[config.mk]
export PLATFORM = sky130hd
export DESIGN_NAME = imsic_msi_axi_sender
export DESIGN_NICKNAME = d
export VERILOG_FILES = /design/src/rtl/imsic_msi_axi_sender.sv
export SDC_FILE = /design/constraint.sdc
export NUM_CORES = 1
export LEC_CHECK = 0
export ABC_AREA = 0
export BUFFER_PORTS_ARGS = -buffer_cell sky130_fd_sc_hd__buf_2
export CAP_MARGIN = 0
export CORE_ASPECT_RATIO = 2
export CORE_MARGIN = 3
export CORE_UTILIZATION = 60
export DETAILED_ROUTE_END_ITERATION = 10
export GPL_ROUTABILITY_DRIVEN = 0
export HOLD_SLACK_MARGIN = 0.03
export PLACE_DENSITY = 0.86
export SLEW_MARGIN = 30
export SYNTH_ARGS = -nofsm -noshare
export SYNTH_HDL_FRONTEND = slang
export SYNTH_SLANG_ARGS = --single-unit
[constraint.sdc]
create_clock -name clk -period 4.1 [get_ports clk]
set_clock_uncertainty 0.1 [all_clocks]
set_input_delay 0.41 -clock clk [delete_from_list [all_inputs] [get_ports clk]]
set_output_delay 0.41 -clock clk [all_outputs]
set_load 0.005 [all_outputs]
[src/rtl/imsic_msi_axi_sender.sv]
// MSI transmit side for an IMSIC write port: queues MSI requests and issues each
// one as a single-beat AXI-lite write, reporting the B response as a done/error pulse.
module imsic_msi_axi_sender #(
  parameter int AXI_ID_WIDTH   = 32,
  parameter int AXI_ADDR_WIDTH = 32,
  parameter int MST_ID         = 0,
  parameter int FIFO_DEPTH     = 4
) (
  input  logic                      clk,
  input  logic                      rstn,
  input  logic                      msi_req_valid,
  output logic                      msi_req_ready,
  input  logic [AXI_ADDR_WIDTH-1:0] msi_req_addr,
  input  logic [31:0]               msi_req_data,
  output logic                      awvalid_m,
  input  logic                      awready_m,
  output logic [AXI_ADDR_WIDTH-1:0] awaddr_m,
  output logic [AXI_ID_WIDTH-1:0]   awid_m,
  output logic                      wvalid_m,
  input  logic                      wready_m,
  output logic [31:0]               wdata_m,
  output logic [3:0]                wstrb_m,
  input  logic                      bvalid_m,
  output logic                      bready_m,
  input  logic [1:0]                bresp_m,
  input  logic [AXI_ID_WIDTH-1:0]   bid_m,
  output logic                      msi_done,
  output logic                      msi_err,
  output logic [1:0]                err_resp,
  output logic                      busy
);

  localparam int PTR_W = (FIFO_DEPTH > 1) ? $clog2(FIFO_DEPTH) : 1;
  localparam int CNT_W = PTR_W + 1;
  localparam logic [AXI_ID_WIDTH-1:0] MST_ID_V = AXI_ID_WIDTH'(MST_ID);
  localparam logic [CNT_W-1:0] CNT_FULL = CNT_W'(FIFO_DEPTH);
  localparam logic [CNT_W-1:0] CNT_ZERO = {CNT_W{1'b0}};

  typedef enum logic [1:0] {IDLE = 2'd0, SEND = 2'd1, WAIT_B = 2'd2} state_t;

  logic [AXI_ADDR_WIDTH+31:0] mem_r [FIFO_DEPTH];
  logic [PTR_W-1:0]           wr_ptr_r, rd_ptr_r;
  logic [CNT_W-1:0]           count_r, count_next_s;
  logic                       ready_r, nempty_r;
  state_t                     state_r, state_next_s;
  logic                       aw_done_r, w_done_r, aw_done_next_s, w_done_next_s;
  logic                       awvalid_r, wvalid_r, bready_r, done_r, err_r;
  logic                       awvalid_next_s, wvalid_next_s, bready_next_s, done_next_s, err_next_s;
  logic [AXI_ADDR_WIDTH-1:0]  awaddr_r, awaddr_next_s;
  logic [31:0]                wdata_r, wdata_next_s;
  logic [1:0]                 err_resp_r, err_resp_next_s;
  logic                       push_s, pop_s, aw_fin_s, w_fin_s, b_ok_s;

  assign push_s = msi_req_valid & ready_r;

  // Next-state and next-output logic for the transaction FSM and FIFO count
  always_comb begin
    state_next_s    = state_r;
    pop_s           = 1'b0;
    awvalid_next_s  = awvalid_r;
    wvalid_next_s   = wvalid_r;
    bready_next_s   = bready_r;
    awaddr_next_s   = awaddr_r;
    wdata_next_s    = wdata_r;
    aw_done_next_s  = aw_done_r;
    w_done_next_s   = w_done_r;
    done_next_s     = 1'b0;
    err_next_s      = 1'b0;
    err_resp_next_s = err_resp_r;
    aw_fin_s        = 1'b0;
    w_fin_s         = 1'b0;
    b_ok_s          = 1'b0;
    case (state_r)
      IDLE: begin
        // nempty_r lags the count by one cycle, giving the two-edge issue latency
        if (nempty_r && (count_r != CNT_ZERO)) begin
          pop_s          = 1'b1;
          {awaddr_next_s, wdata_next_s} = mem_r[rd_ptr_r];
          awvalid_next_s = 1'b1;
          wvalid_next_s  = 1'b1;
          aw_done_next_s = 1'b0;
          w_done_next_s  = 1'b0;
          state_next_s   = SEND;
        end else begin
          state_next_s = IDLE;
        end
      end
      SEND: begin
        aw_fin_s       = aw_done_r | (awvalid_r & awready_m);
        w_fin_s        = w_done_r | (wvalid_r & wready_m);
        awvalid_next_s = awvalid_r & ~awready_m;
        wvalid_next_s  = wvalid_r & ~wready_m;
        aw_done_next_s = aw_fin_s;
        w_done_next_s  = w_fin_s;
        if (aw_fin_s && w_fin_s) begin
          bready_next_s = 1'b1;
          state_next_s  = WAIT_B;
        end else begin
          state_next_s = SEND;
        end
      end
      WAIT_B: begin
        b_ok_s = (bresp_m == 2'b00) && (bid_m == MST_ID_V);
        if (bvalid_m && bready_r) begin
          bready_next_s = 1'b0;
          state_next_s  = IDLE;
          if (b_ok_s) begin
            done_next_s = 1'b1;
          end else begin
            err_next_s      = 1'b1;
            err_resp_next_s = bresp_m;
          end
        end else begin
          state_next_s = WAIT_B;
        end
      end
      default: begin
        state_next_s   = IDLE;
        awvalid_next_s = 1'b0;
        wvalid_next_s  = 1'b0;
        bready_next_s  = 1'b0;
      end
    endcase

    case ({push_s, pop_s})
      2'b10:   count_next_s = count_r + CNT_W'(1);
      2'b01:   count_next_s = count_r - CNT_W'(1);
      default: count_next_s = count_r;
    endcase
  end

  // State, FIFO bookkeeping and registered AXI/status outputs
  always_ff @(posedge clk) begin
    if (!rstn) begin
      state_r    <= IDLE;
      wr_ptr_r   <= {PTR_W{1'b0}};
      rd_ptr_r   <= {PTR_W{1'b0}};
      count_r    <= CNT_ZERO;
      ready_r    <= 1'b1;
      nempty_r   <= 1'b0;
      aw_done_r  <= 1'b0;
      w_done_r   <= 1'b0;
      awvalid_r  <= 1'b0;
      wvalid_r   <= 1'b0;
      bready_r   <= 1'b0;
      awaddr_r   <= {AXI_ADDR_WIDTH{1'b0}};
      wdata_r    <= 32'h0000_0000;
      done_r     <= 1'b0;
      err_r      <= 1'b0;
      err_resp_r <= 2'b00;
    end else begin
      state_r    <= state_next_s;
      wr_ptr_r   <= push_s ? wr_ptr_r + PTR_W'(1) : wr_ptr_r;
      rd_ptr_r   <= pop_s ? rd_ptr_r + PTR_W'(1) : rd_ptr_r;
      count_r    <= count_next_s;
      ready_r    <= (count_next_s != CNT_FULL);
      nempty_r   <= (count_r != CNT_ZERO);
      aw_done_r  <= aw_done_next_s;
      w_done_r   <= w_done_next_s;
      awvalid_r  <= awvalid_next_s;
      wvalid_r   <= wvalid_next_s;
      bready_r   <= bready_next_s;
      awaddr_r   <= awaddr_next_s;
      wdata_r    <= wdata_next_s;
      done_r     <= done_next_s;
      err_r      <= err_next_s;
      err_resp_r <= err_resp_next_s;
    end
  end

  // Request storage; contents need no reset since the pointers gate all reads
  always_ff @(posedge clk) begin
    if (push_s) begin
      mem_r[wr_ptr_r] <= {msi_req_addr, msi_req_data};
    end else begin
      mem_r[wr_ptr_r] <= mem_r[wr_ptr_r];
    end
  end

  assign msi_req_ready = ready_r;
  assign awvalid_m     = awvalid_r;
  assign awaddr_m      = awaddr_r;
  assign awid_m        = MST_ID_V;
  assign wvalid_m      = wvalid_r;
  assign wdata_m       = wdata_r;
  assign wstrb_m       = 4'hF;
  assign bready_m      = bready_r;
  assign msi_done      = done_r;
  assign msi_err       = err_r;
  assign err_resp      = err_resp_r;
  assign busy          = (count_r != CNT_ZERO) || (state_r != IDLE);

endmodule

Word level (Yosys, flattened, before mapping)
Memory sizes are Yosys's and may differ from the RTL's. A register that Yosys moved wholly into a read port is not among the register bits.
Index checks and enable logic that the tools add are counted.
Widths: inputs -> output; s select.
{"block": "op_classes", "mux": 22, "n_lt_le_gt_ge": 0, "addsub": 4, "eq_ne": 9, "div": 0, "reduce_logical": 19, "mul": 0, "shift": 0, "n_bitwise": 13}
{"operator": "$mux 64", "n": 1}
{"operator": "$logic_not 32->1", "n": 1}
{"operator": "$mux 1", "n": 12}
{"operator": "$pmux 1 s3", "n": 3}
{"operator": "$reduce_and 3->1", "n": 3}
{"operator": "$reduce_and 2->1", "n": 4}
{"operator": "$ne 2x2->1 const B", "n": 3}
{"operator": "$pmux 2 s3", "n": 1}
{"operator": "$pmux 3 s2", "n": 1}
{"operator": "$and 1x1->1", "n": 5}
{"operator": "$not 1->1", "n": 5}
{"operator": "$add 2x1->2 const B", "n": 2}
{"operator": "$eq 2x1->1 const B", "n": 2}
{"operator": "$eq 2x2->1 const B", "n": 2}
{"operator": "$logic_and 1x1->1", "n": 4}
{"operator": "$logic_not 2->1", "n": 2}
{"operator": "$mux 2", "n": 2}
{"operator": "$pmux 1 s2", "n": 2}
{"operator": "$reduce_bool 2->1", "n": 2}
{"operator": "$add 3x1->3 const B", "n": 1}
{"operator": "$ne 3x3->1 const B", "n": 1}
{"operator": "$or 1x1->1", "n": 3}
{"operator": "$reduce_bool 3->1", "n": 1}
{"operator": "$sub 3x1->3 const B", "n": 1}
{"operator": "3 further kinds", "n": 3}
{"block": "word_totals", "latch_bits": 0, "ramBits": 256, "input_bits": 104, "mem_count": 1, "regBits": 20, "romBits": 0, "word_cells": 82}
{"memory": "mem_r", "words": 4, "width": 64, "read_ports": 1, "rd_clocked_by_memory_dff": 1, "write_ports": 1, "line_no": "41", "text": "logic [AXI_ADDR_WIDTH+31:0] mem_r [FIFO_DEPTH];"}

Depth between registers and ports, before layout
Gate-level depths: netlist of the first run.
{"block": "logic_depth", "depth_word": 7, "ltp_mapped": 11, "ltp_nobuf": 10}

Worst setup path after synthesis of the first run
OpenSTA, ideal clock, no wires.
{"block": "synth_timing", "kind": "reg-to-reg", "from": "register wr_ptr_r[0]", "to": "memory mem_r[2][0] in the netlist's numbering (enable)", "setup_ns": 0.429, "synth_period_minus_slack_ns": 2.630, "setup_slack_ns": 1.470, "arrival_ns": 2.101, "path_stages_with_launch": 4, "required_time_ns": 3.571, "path_buffers": 0, "cell_sequence": "dfxtp_1 -> inv_1 -> ha_1 -> and3_1"}
{"element": "start, declared", "line_no": "42", "text": "logic [PTR_W-1:0] wr_ptr_r, rd_ptr_r;"}
{"element": "start signal, assigned", "line_no": "136", "text": "wr_ptr_r <= {PTR_W{1'b0}};"}
{"element": "start signal, assigned", "line_no": "153", "text": "wr_ptr_r <= push_s ? wr_ptr_r + PTR_W'(1) : wr_ptr_r;"}
{"element": "end, declared", "line_no": "41"}
No word-level cell before the write port.

Worst setup path after layout of the first run
{"block": "layout_timing", "from": "register state_r[0]", "to": "register ready_r, in the netlist msi_req_ready"}
{"block": "layout_via", "elab_chain_cells": 5, "word_cells_on_any_way": 6, "classes_between": "eq/ne: 3; mux: 2; reduce/logical: 1"}
{"element": "start, declared", "line_no": "45", "text": "state_t state_r, state_next_s;"}
{"element": "start signal, assigned", "line_no": "152", "text": "state_r <= state_next_s;"}
{"element": "$logic_not 2->1 *", "line_no": "73", "text": "case (state_r)"}
{"element": "$mux 1 *", "line_no": "73"}
{"element": "$eq 2x1->1 or $eq 2x2->1 (tied branches)", "line_no": "125", "text": "case ({push_s, pop_s})"}
{"element": "$pmux 3 s2 *", "line_no": "125"}
{"element": "$ne 3x3->1 *", "line_no": "156", "text": "ready_r <= (count_next_s != CNT_FULL);"}
{"element": "end signal, assigned", "line_no": "156"}
{"element": "end, declared", "line_no": "44", "text": "logic ready_r, nempty_r;"}
Mark *: on every way between the ends. The rest lies on a longest branch, timed or not.
A chain may end at the register's enable or synchronous reset.

==> results.sh, run 1 <==
export IMPL_synth_ff_type="edfxtp_1"
export IMPL_area_growth_pct=21.2
export IMPL_clkLatencyLatePin_ns=0.53
export IMPL_cp_start_kind="register"
export IMPL_finalCritPeriodShare_pct=59.8
export IMPL_cts_htree_levels=1
export IMPL_rsz0062_at_grt="no"
export IMPL_ios=213
export IMPL_overflow=0
export IMPL_netlist_area_um2=12600
export IMPL_grt_use_met1_pct=26.2
export IMPL_cp_top_family="simple AND/OR/NAND/NOR gates"
export IMPL_met2_usage_pct=43.2
export IMPL_slew_headroom_pct=41.1
export IMPL_numCtsBuffers=27
export IMPL_first_pass_iters=5
export IMPL_power_density_nw_per_um2=552
export IMPL_cts_path_max_buffers=3
export IMPL_worst_pin_slew_ns=0.884
export IMPL_setup_violations=0
export IMPL_num_vias=7301
export IMPL_ys_seq_area_share_pct=74.2
export IMPL_grt_use_met3_pct=2.72
export IMPL_internal_power_uw=6280
export IMPL_hold_class="in -> reg"
export IMPL_antenna_found_initial=1
export IMPL_power_uw=8450
export IMPL_synth_enable_flop_cells=256
export IMPL_fin_setup_tns_ns=0
export IMPL_cp_max_fo=8
export IMPL_via_per_inst=5.65
export IMPL_path_clk_slew_ns=0.07
export IMPL_port_buffers=176
export IMPL_dp_hpwl_um=15500
export IMPL_async_flop_share_pct=0
export IMPL_syn_inst=765
export IMPL_fp_dieW_um=109
export IMPL_die_h_um=211
export IMPL_worst_path_max_delay_cell="dfxtp_1"
export IMPL_power_switching_uw=2170
export IMPL_ant_nets=0
export IMPL_cts_tree="yes"
export IMPL_drive_gt1_share_pct=30.0
export IMPL_combPwrFrac_pct=17.6
export IMPL_ys_warnings_count=0
export IMPL_status="complete, no violations"
export IMPL_p_leak_uw=0.00542
export IMPL_slew_viol_final=0
export IMPL_drt_iter0_markers=431
export IMPL_worstPathRequired_ns=4.41
export IMPL_fin_crit_ns=2.45
export IMPL_fillers=1218
export IMPL_timing_final_hold_violations=0
export IMPL_grt_pass1_vias=7635
export IMPL_drc_errors=0
export IMPL_die_area_um2=22900
export IMPL_clkPwrFrac_pct=31.3
export IMPL_initial_utilization_pct=61.5
export IMPL_final_cell_mix="edfxtp_1 (256), buf_2 (176), nand2_1 (140)"
export IMPL_arrival_ns=2.76
export IMPL_routedWlPerCell_um=20.1
export IMPL_grt_pass1_wl_um=40100
export IMPL_cp_slowest_stage_delay_ns=0.37
export IMPL_final_common_cell="edfxtp_1"
export IMPL_timing_worst_setup_path_type="reg -> reg"
export IMPL_rows=74
export IMPL_track_usage_pct=23.1
export IMPL_coreArea_um2=20600
export IMPL_drv_cap=0
export IMPL_synth_seq_cells=340
export IMPL_switching_share_pct=25.7
export IMPL_path_cells="nor2_1, nand3_4, inv_2, ha_1, inv_1, fa_1, xor2_1, or3_1, a21oi_1, nand2_1"
export IMPL_root_buffer="clkbuf_16"
export IMPL_layout_nets=1115
export IMPL_cts_sinks=340
export IMPL_worstSetupEndpointType="register"
export IMPL_critical_path_buf_inv_count=2
export IMPL_fmax_ghz=0.408
export IMPL_wl_um=26000
export IMPL_grt_max_degree=69
export IMPL_yosysUniqueCellTypes=34
export IMPL_syn_avg_cell_area_um2=16.5
export IMPL_power_frac_seq_pct=51.2
export IMPL_vdd_drop_max_mv=0.505
export IMPL_grt_busiest_layer="met2"
## power by group through the flow
stage               Combinational [µW]  Sequential, µW  Clock (µW)
floorplan                         1030            4280           0
global placement                  1370            4380           0
detailed placement                1440            4400           0
CTS                               1500            4330        2690
global route                      1620            4360        2820
finish                            1480            4320        2640
## final timing paths
path	from	slack [ns]	to	cells after the start
worst min-delay path	wready_m	0.08	w_done_r	3
worst max-delay path	state_r[0]	1.65	msi_req_ready	10
worst max register to register	state_r[0]	1.65	msi_req_ready	10
worst min register to register	awaddr_m[7]	0.35	awaddr_m[7]	2
## layer usage
layer / vias to the layer above / share of wire (%) / routed length [µm]
li1: 3292 / - / -
met1: 3612 / 34 / 8940
met2: 333 / 56 / 14500
met3: 64 / 6.3 / 1650
met4: 0 / 3.4 / 883
met5: - / 0 / 0
## area by class of cell
cell class              count  area, µm²  area share [%]
repair buffers            250       1690            11.0
flip-flops and latches    340       9380            61.2
diodes                      1       2.50          0.0163
multi-input cells         378       2960            19.3
clock buffers              33        738            4.82
well taps                 266        333            2.17
inverters                   8       31.3           0.204
clock inverters            16        179            1.17
## tightest hold or removal path: stages
cell	delay, ns
buf_2	0.10
a32oi_1	0.09
nor2_1	0.08
## synth_stat cells (all sizes together) (3+ instances only)
master,number,area [µm²]
a21oi,74,370
and3,4,25.0
buf,53,359
clkbuf,20,75.1
dfxtp,84,1680
edfxtp,256,7690
ha,5,62.6
inv,8,30.0
mux4,64,1440
nand2,140,526
nand2b,4,25.0
nand3,8,40.0
nor2,8,30.0
nor4,7,43.8
o21ai,5,25.0
xor2,3,26.3
## kinds of logic (layout without fill, tap and decap cells)
family                   after synthesis  count (layout)  synth area share [%]
AND/OR/NAND/NOR                      182             182                  6.04
multiplexers                          64              64                  11.4
XOR/XNOR                               5               5                 0.347
adder cells (fa/ha/maj)                6               6                 0.654
buffers and inverters                 81             307                  3.67
flip-flops                           340             340                  74.2
AO/OA/AOI/OAI                         85              85                  3.66
other                                  2              37                0.0594
## through the flow
step | hold slack (ns) | utilization [%] | setup WS (ns) | instance area [µm²] | cells
after floorplan | 0.353 | - | 1.47 | 12800 | 799
after global placement | 0.339 | 66.3 | 1.84 | 13600 | 1172
after detailed placement | 0.343 | 66.8 | 1.68 | 13700 | 1177
after CTS | 0.0571 | 74.5 | 1.65 | 15300 | 1291
after global routing | 0.0732 | 74.5 | 1.51 | 15300 | 1292
final | 0.0780 | 74.5 | 1.65 | 15300 | 1292
## state kept, by name, summed over array words and instances (netlist names)
name / cells
awvalid_m: 1
msi_req_ready: 1
wr_ptr_r: 2
count_r: 3
rd_ptr_r: 2
awaddr_m: 32
bready_m: 1
aw_done_r: 1
err_resp: 2
state_r: 2
msi_err: 1
msi_done: 1
wvalid_m: 1
wdata_m: 32
nempty_r: 1
w_done_r: 1
mem_r: 256
## what timing repair did
action	CTS	global route
endpoints found under the hold margin	257	0
setup buffers	0	0
hold buffers	65	0
resized for setup	0	0
Note: power is estimated with default switching activity, not from simulation.
==> run 2, diff against run 1 <==
- CORE_UTILIZATION: 60 -> 56
- PLACE_DENSITY: 0.86 -> 0.82
- clock period: 4.1 -> 2.55 ns (I/O delays scaled with it)
==> run 2 against run 1 <==
Against the previous run: hold slack improved by 0.032 ns; power increased by 59%; critical endpoint is now msi_err; via count decreased by 0.66%.
==> results.sh, run 2 (synthesized netlist as in run 1, its figures left out) <==
export IMPL_slew_viol_final=0
export IMPL_reg2reg_from="count_r[0]"
export IMPL_finalCritPeriodShare_pct=95.2
export IMPL_cts_tree="yes"
export IMPL_power_frac_seq_pct=51.1
export IMPL_worst_pin_slew_ns=0.878
export IMPL_clkPwrFrac_pct=30.0
export IMPL_ios=213
export IMPL_fin_setup_tns_ns=0
export IMPL_drt_iter0_markers=368
export IMPL_via_per_inst=5.48
export IMPL_wl_met1_um=9310
export IMPL_hold_class="in -> reg"
export IMPL_status="complete, no violations"
export IMPL_rsz0062_at_grt="no"
export IMPL_drv_cap=0
export IMPL_worstRegToRegCells=10
export IMPL_placed_area_um2=13800
export IMPL_fp_dieW_um=112
export IMPL_dp_hpwl_um=15300
export IMPL_fin_util_pct=70.0
export IMPL_numCtsBuffers=27
export IMPL_num_vias=7253
export IMPL_final_common_cell="edfxtp_1"
export IMPL_area_growth_pct=22.7
export IMPL_regMostFlops="mem_r"
export IMPL_cts_path_max_buffers=3
export IMPL_crit_path_start="bresp_m[1]"
export IMPL_cp_max_fo=3
export IMPL_cp_start_kind="input pin"
export IMPL_track_usage_pct=21.8
export IMPL_combPwrFrac_pct=18.9
export IMPL_slew_headroom_pct=41.5
export IMPL_whs_ns=0.110
export IMPL_final_cell_mix="edfxtp_1 (256), buf_2 (176), nand2_1 (140)"
export IMPL_post_cts_buffers=0
export IMPL_power_density_nw_per_um2=866
export IMPL_path_clk_slew_ns=0.07
export IMPL_fin_crit_ns=2.43
export IMPL_fin_area_um2=15500
export IMPL_ant_nets=0
export IMPL_initial_utilization_pct=57.0
export IMPL_drc_errors=0
export IMPL_overflow=0
export IMPL_wl_met3_um=1470
export IMPL_first_pass_iters=5
export IMPL_highest_layer="met4"
export IMPL_wl_um=26600
export IMPL_p_leak_uw=0.00548
export IMPL_switching_share_pct=25.6
export IMPL_arrival_ns=2.76
export IMPL_root_buffer="clkbuf_16"
export IMPL_grt_pass1_vias=7718
export IMPL_power_switching_uw=3440
export IMPL_timing_worst_setup_path_type="in -> reg"
export IMPL_cts_sinks=340
export IMPL_port_buffers=176
export IMPL_layout_nets=1138
export IMPL_r2r_end="msi_req_ready"
export IMPL_routedWlPerCell_um=20.1
export IMPL_fmax_ghz=0.412
export IMPL_coreArea_um2=22200
export IMPL_hp_start="bid_m[23]"
export IMPL_largest_reg_flops=256
export IMPL_clkLatencyLatePin_ns=0.54
export IMPL_rows=77
export IMPL_n_antenna_cell=0
export IMPL_drive_gt1_share_pct=29.9
export IMPL_worstPathRequired_ns=2.88
export IMPL_worstSetupEndpointType="register"
export IMPL_vdd_drop_max_mv=0.672
export IMPL_crit_end="msi_err"
export IMPL_setup_violations=0
export IMPL_internal_power_uw=9990
export IMPL_cts_htree_levels=1
export IMPL_met2RoutedLength_um=15000
export IMPL_antenna_found_initial=0
export IMPL_die_area_um2=24500
export IMPL_reg2reg_slack_ns=0.24
export IMPL_timing_final_hold_violations=0
export IMPL_grt_max_degree=69
export IMPL_grt_pass1_wl_um=41100
export IMPL_die_h_um=218
-- run 2: cell count changes in the layout (fill, tap and decap cells not counted), moves of 2 or more --
cell / previous run / this run
clkinvlp_4: 3 / 7
clkinv_2: 6 / 0
clkbuf_1: 2 / 8
buf_16: 2 / 0
dlygate4sd3_1: 65 / 80
nor4_1: 7 / 5
nor4_2: 0 / 2
buf_12: 4 / 9
bufinv_16: 3 / 1
buf_4: 3 / 8
-- run 2: power by group through the flow --
stage	logic (µW)	registers, µW	clock network (µW)
floorplan	1650	6870	0
global placement	2420	6950	0
detailed placement	2470	6990	0
CTS	2580	6870	4110
global route	2770	6930	4330
finish	2540	6860	4030
-- run 2: per-layer routing --
metal	vias up	global-route usage [%]
met3	53	2.74
met2	268	40.6
li1	3326	-
met4	0	8.90
met5	-	0
met1	3606	25.1
-- run 2: final cells by class --
class / count / area [µm²]
multi-input cells: 378 / 2970
clock inverters: 9 / 86.3
flip-flops and latches: 340 / 9380
clock buffers: 40 / 774
well taps: 276 / 345
repair buffers: 273 / 1920
fillers: 1405 / 6650
inverters: 8 / 30.0
-- run 2: timing repair --
item                                    4_1_cts  5_1_grt
resized for setup                             0        2
hold buffers                                 80        0
endpoints found under the setup margin        0        3
endpoints found under the hold margin       269        0
-- run 2: worst max-delay path: stages --
cell and delay (ns):
dlygate4sd3_1 0.56, buf_2 0.14, nor4_2 0.38, nand4_1 0.14, or4_4 0.48, dlygate4sd3_1 0.62, o21ba_1 0.18
-- run 2: through the flow --
| stage | instances | setup WS [ns] | total power (µW) |
|---|---|---|---|
| 2_1_floorplan | 799 | 0.00160 | 8530 |
| 3_3_place_gp | 1195 | 0.341 | 9370 |
| 3_5_place_dp | 1195 | 0.249 | 9460 |
| 4_1_cts | 1324 | 0.0379 | 13600 |
| 5_1_grt | 1324 | 0.0397 | 14000 |
| 6_report | 1324 | 0.122 | 13400 |
-- run 2: worst min path at each step --
stage / to / cells past startpoint
4_1_cts: msi_err / 4
5_1_grt: msi_err / 4
3_3_place_gp: awaddr_m[23] / 2
3_5_place_dp: awaddr_m[2] / 2
6_report: msi_err / 4
2_1_floorplan: mem_r[0][0] / 0
==> run 3, diff against run 2 <==
- PLACE_DENSITY: 0.82 -> 0.78
==> run 3 against run 2 <==
Against the previous run: first-iteration DRC count grew 17%; power grew 1.6%; combinational power is essentially flat; largest power group unchanged; critical endpoint is now err_resp[1]; via count grew 0.29%; worst setup slack gained 0.055 ns; cell count grew 0.30%; register-to-register slack lost 0.06 ns; design area grew 0.36%; global-route usage shrank 0.46 points; count of clock-buffer cells in the layout grew 2.
==> results.sh, run 3 (synthesized netlist as in run 1, its figures left out) <==
export IMPL_regMostFlops="mem_r"
export IMPL_fillers=1445
export IMPL_drc_errors=0
export IMPL_worstSetupEndpointType="register"
export IMPL_post_cts_buffers=0
export IMPL_timing_final_hold_violations=0
export IMPL_slew_headroom_pct=43.4
export IMPL_dp_hpwl_um=15200
export IMPL_via_per_inst=5.48
export IMPL_layout_nets=1139
export IMPL_die_area_um2=24500
export IMPL_path_cells="buf_4, nand2b_1, nor2_1, nand3_1, dlygate4sd3_1, o311ai_2, dlygate4sd3_1"
export IMPL_grt_pass1_vias=7609
export IMPL_routedWlPerCell_um=19.4
export IMPL_setup_violations=0
export IMPL_finalCritPeriodShare_pct=93.1
export IMPL_status="complete, no violations"
export IMPL_timing_worst_setup_path_type="reg -> reg"
export IMPL_crit_path_start="state_r[0]"
export IMPL_rsz0062_at_grt="no"
export IMPL_antenna_found_initial=1
export IMPL_drv_cap=0
export IMPL_die_h_um=218
export IMPL_grt_max_degree=69
export IMPL_num_vias=7274
export IMPL_crit_top_cell="dlygate4sd3_1"
export IMPL_first_pass_iters=5
export IMPL_fin_crit_ns=2.37
export IMPL_rows=77
export IMPL_hp_start="bid_m[14]"
export IMPL_ant_nets=0
export IMPL_p_leak_uw=0.00553
export IMPL_cts_htree_levels=1
export IMPL_reg2reg_slack_ns=0.18
export IMPL_cts_sinks=340
export IMPL_ff_latch_area_um2=9380
export IMPL_wl_um=25800
export IMPL_overflow=0
export IMPL_cts_path_max_buffers=3
export IMPL_slew_viol_final=0
export IMPL_clkLatencyLatePin_ns=0.54
export IMPL_multi_input_area_um2=2960
export IMPL_drive_gt1_share_pct=30.0
export IMPL_cts_tree="yes"
export IMPL_grt_pass1_wl_um=40500
export IMPL_cp_start_kind="register"
export IMPL_fp_dieW_um=112
export IMPL_fin_setup_tns_ns=0
export IMPL_port_buffers=176
export IMPL_worst_path_max_delay_cell="dlygate4sd3_1"
export IMPL_drt_iter0_markers=431
export IMPL_fin_area_um2=15600
export IMPL_cp_max_fo=7
export IMPL_path_clk_slew_ns=0.07
export IMPL_whs_ns=0.0821
export IMPL_ios=213
export IMPL_vdd_drop_max_mv=0.696
export IMPL_coreArea_um2=22200
export IMPL_worst_slack_ns=0.177
export IMPL_pre_cts_slack_ns=0.269
export IMPL_critical_path_buf_inv_count=3
export IMPL_final_cell_mix="edfxtp_1 (256), buf_2 (176), nand2_1 (140)"
export IMPL_area_growth_pct=23.2
export IMPL_final_common_cell="edfxtp_1"
export IMPL_largest_reg_flops=256
export IMPL_reg2reg_from="state_r[0]"
export IMPL_initial_utilization_pct=57.0
export IMPL_arrival_ns=2.76
export IMPL_power_density_nw_per_um2=876
export IMPL_numCtsBuffers=28
export IMPL_hold_class="in -> reg"
export IMPL_root_buffer="clkbuf_16"
export IMPL_track_usage_pct=21.3
export IMPL_worst_pin_slew_ns=0.850
export IMPL_cp_top_family="buffers and inverters"
export IMPL_cp_slowest_stage_delay_ns=0.61
export IMPL_fmax_ghz=0.421
export IMPL_worstPathRequired_ns=2.93
export IMPL_placed_area_um2=13900
run 3: cell types whose count changed in the layout (fill, tap and decap cells not counted), sizes merged:
cell and delta:
buf +2, bufinv +1, clkbuf +2, clkinv +3, clkinvlp -4, diode +1, dlygate4sd3 -2, inv +1
run 3: metrics by stage:
step                      util, %  std cells  total power (µW)
after floorplan                 -        799              8530
after global placement       62.6       1197              9370
after detailed placement     62.6       1197              9450
after CTS                    70.2       1327             13800
after global routing         70.2       1328             14300
final                        70.2       1328             13600
run 3: per-layer routing:
metal  wire, µm  vias up  track usage [%]
li1           -     3333                -
met1       9020     3611             24.4
met2      14300      281             39.7
met3       1620       49             3.21
met4        868        0             8.38
met5          0        -                0
run 3: where the power goes:
part	leakage [µW]	internal (µW)	switching [µW]
Clock	0.000440	2400	1860
Sequential	0.00303	6560	308
Combinational	0.00205	1220	1300
run 3: layout make-up:
type / instances / area share [%]
Clock buffer: 42 / 5.17
Timing Repair Buffer: 273 / 12.4
Multi-Input combinational cell: 378 / 19.0
Sequential cell: 340 / 60.2
Tap cell: 276 / 2.22
Clock inverter: 10 / 0.740
Inverter: 8 / 0.193
Antenna cell: 1 / 0.0161
run 3: worst reg2reg max path, cell delays in order (launching register included):
cell,delay [ns]
dfxtp_1,0.33
buf_4,0.15
nand2b_1,0.16
nor2_1,0.20
nand3_1,0.10
dlygate4sd3_1,0.59
o311ai_2,0.08
dlygate4sd3_1,0.61
run 3: timing repair:
item / CTS / global route
hold buffers: 78 / 0
hold endpoints to repair: 269 / 0
resized for setup: 0 / 0
run 3: path summary, 6_finish.rpt:
kind | to | depth (start not counted)
max reg2reg | err_resp[1] | 7
min | msi_done | 4
max | err_resp[1] | 7
min reg2reg | awaddr_m[1] | 2
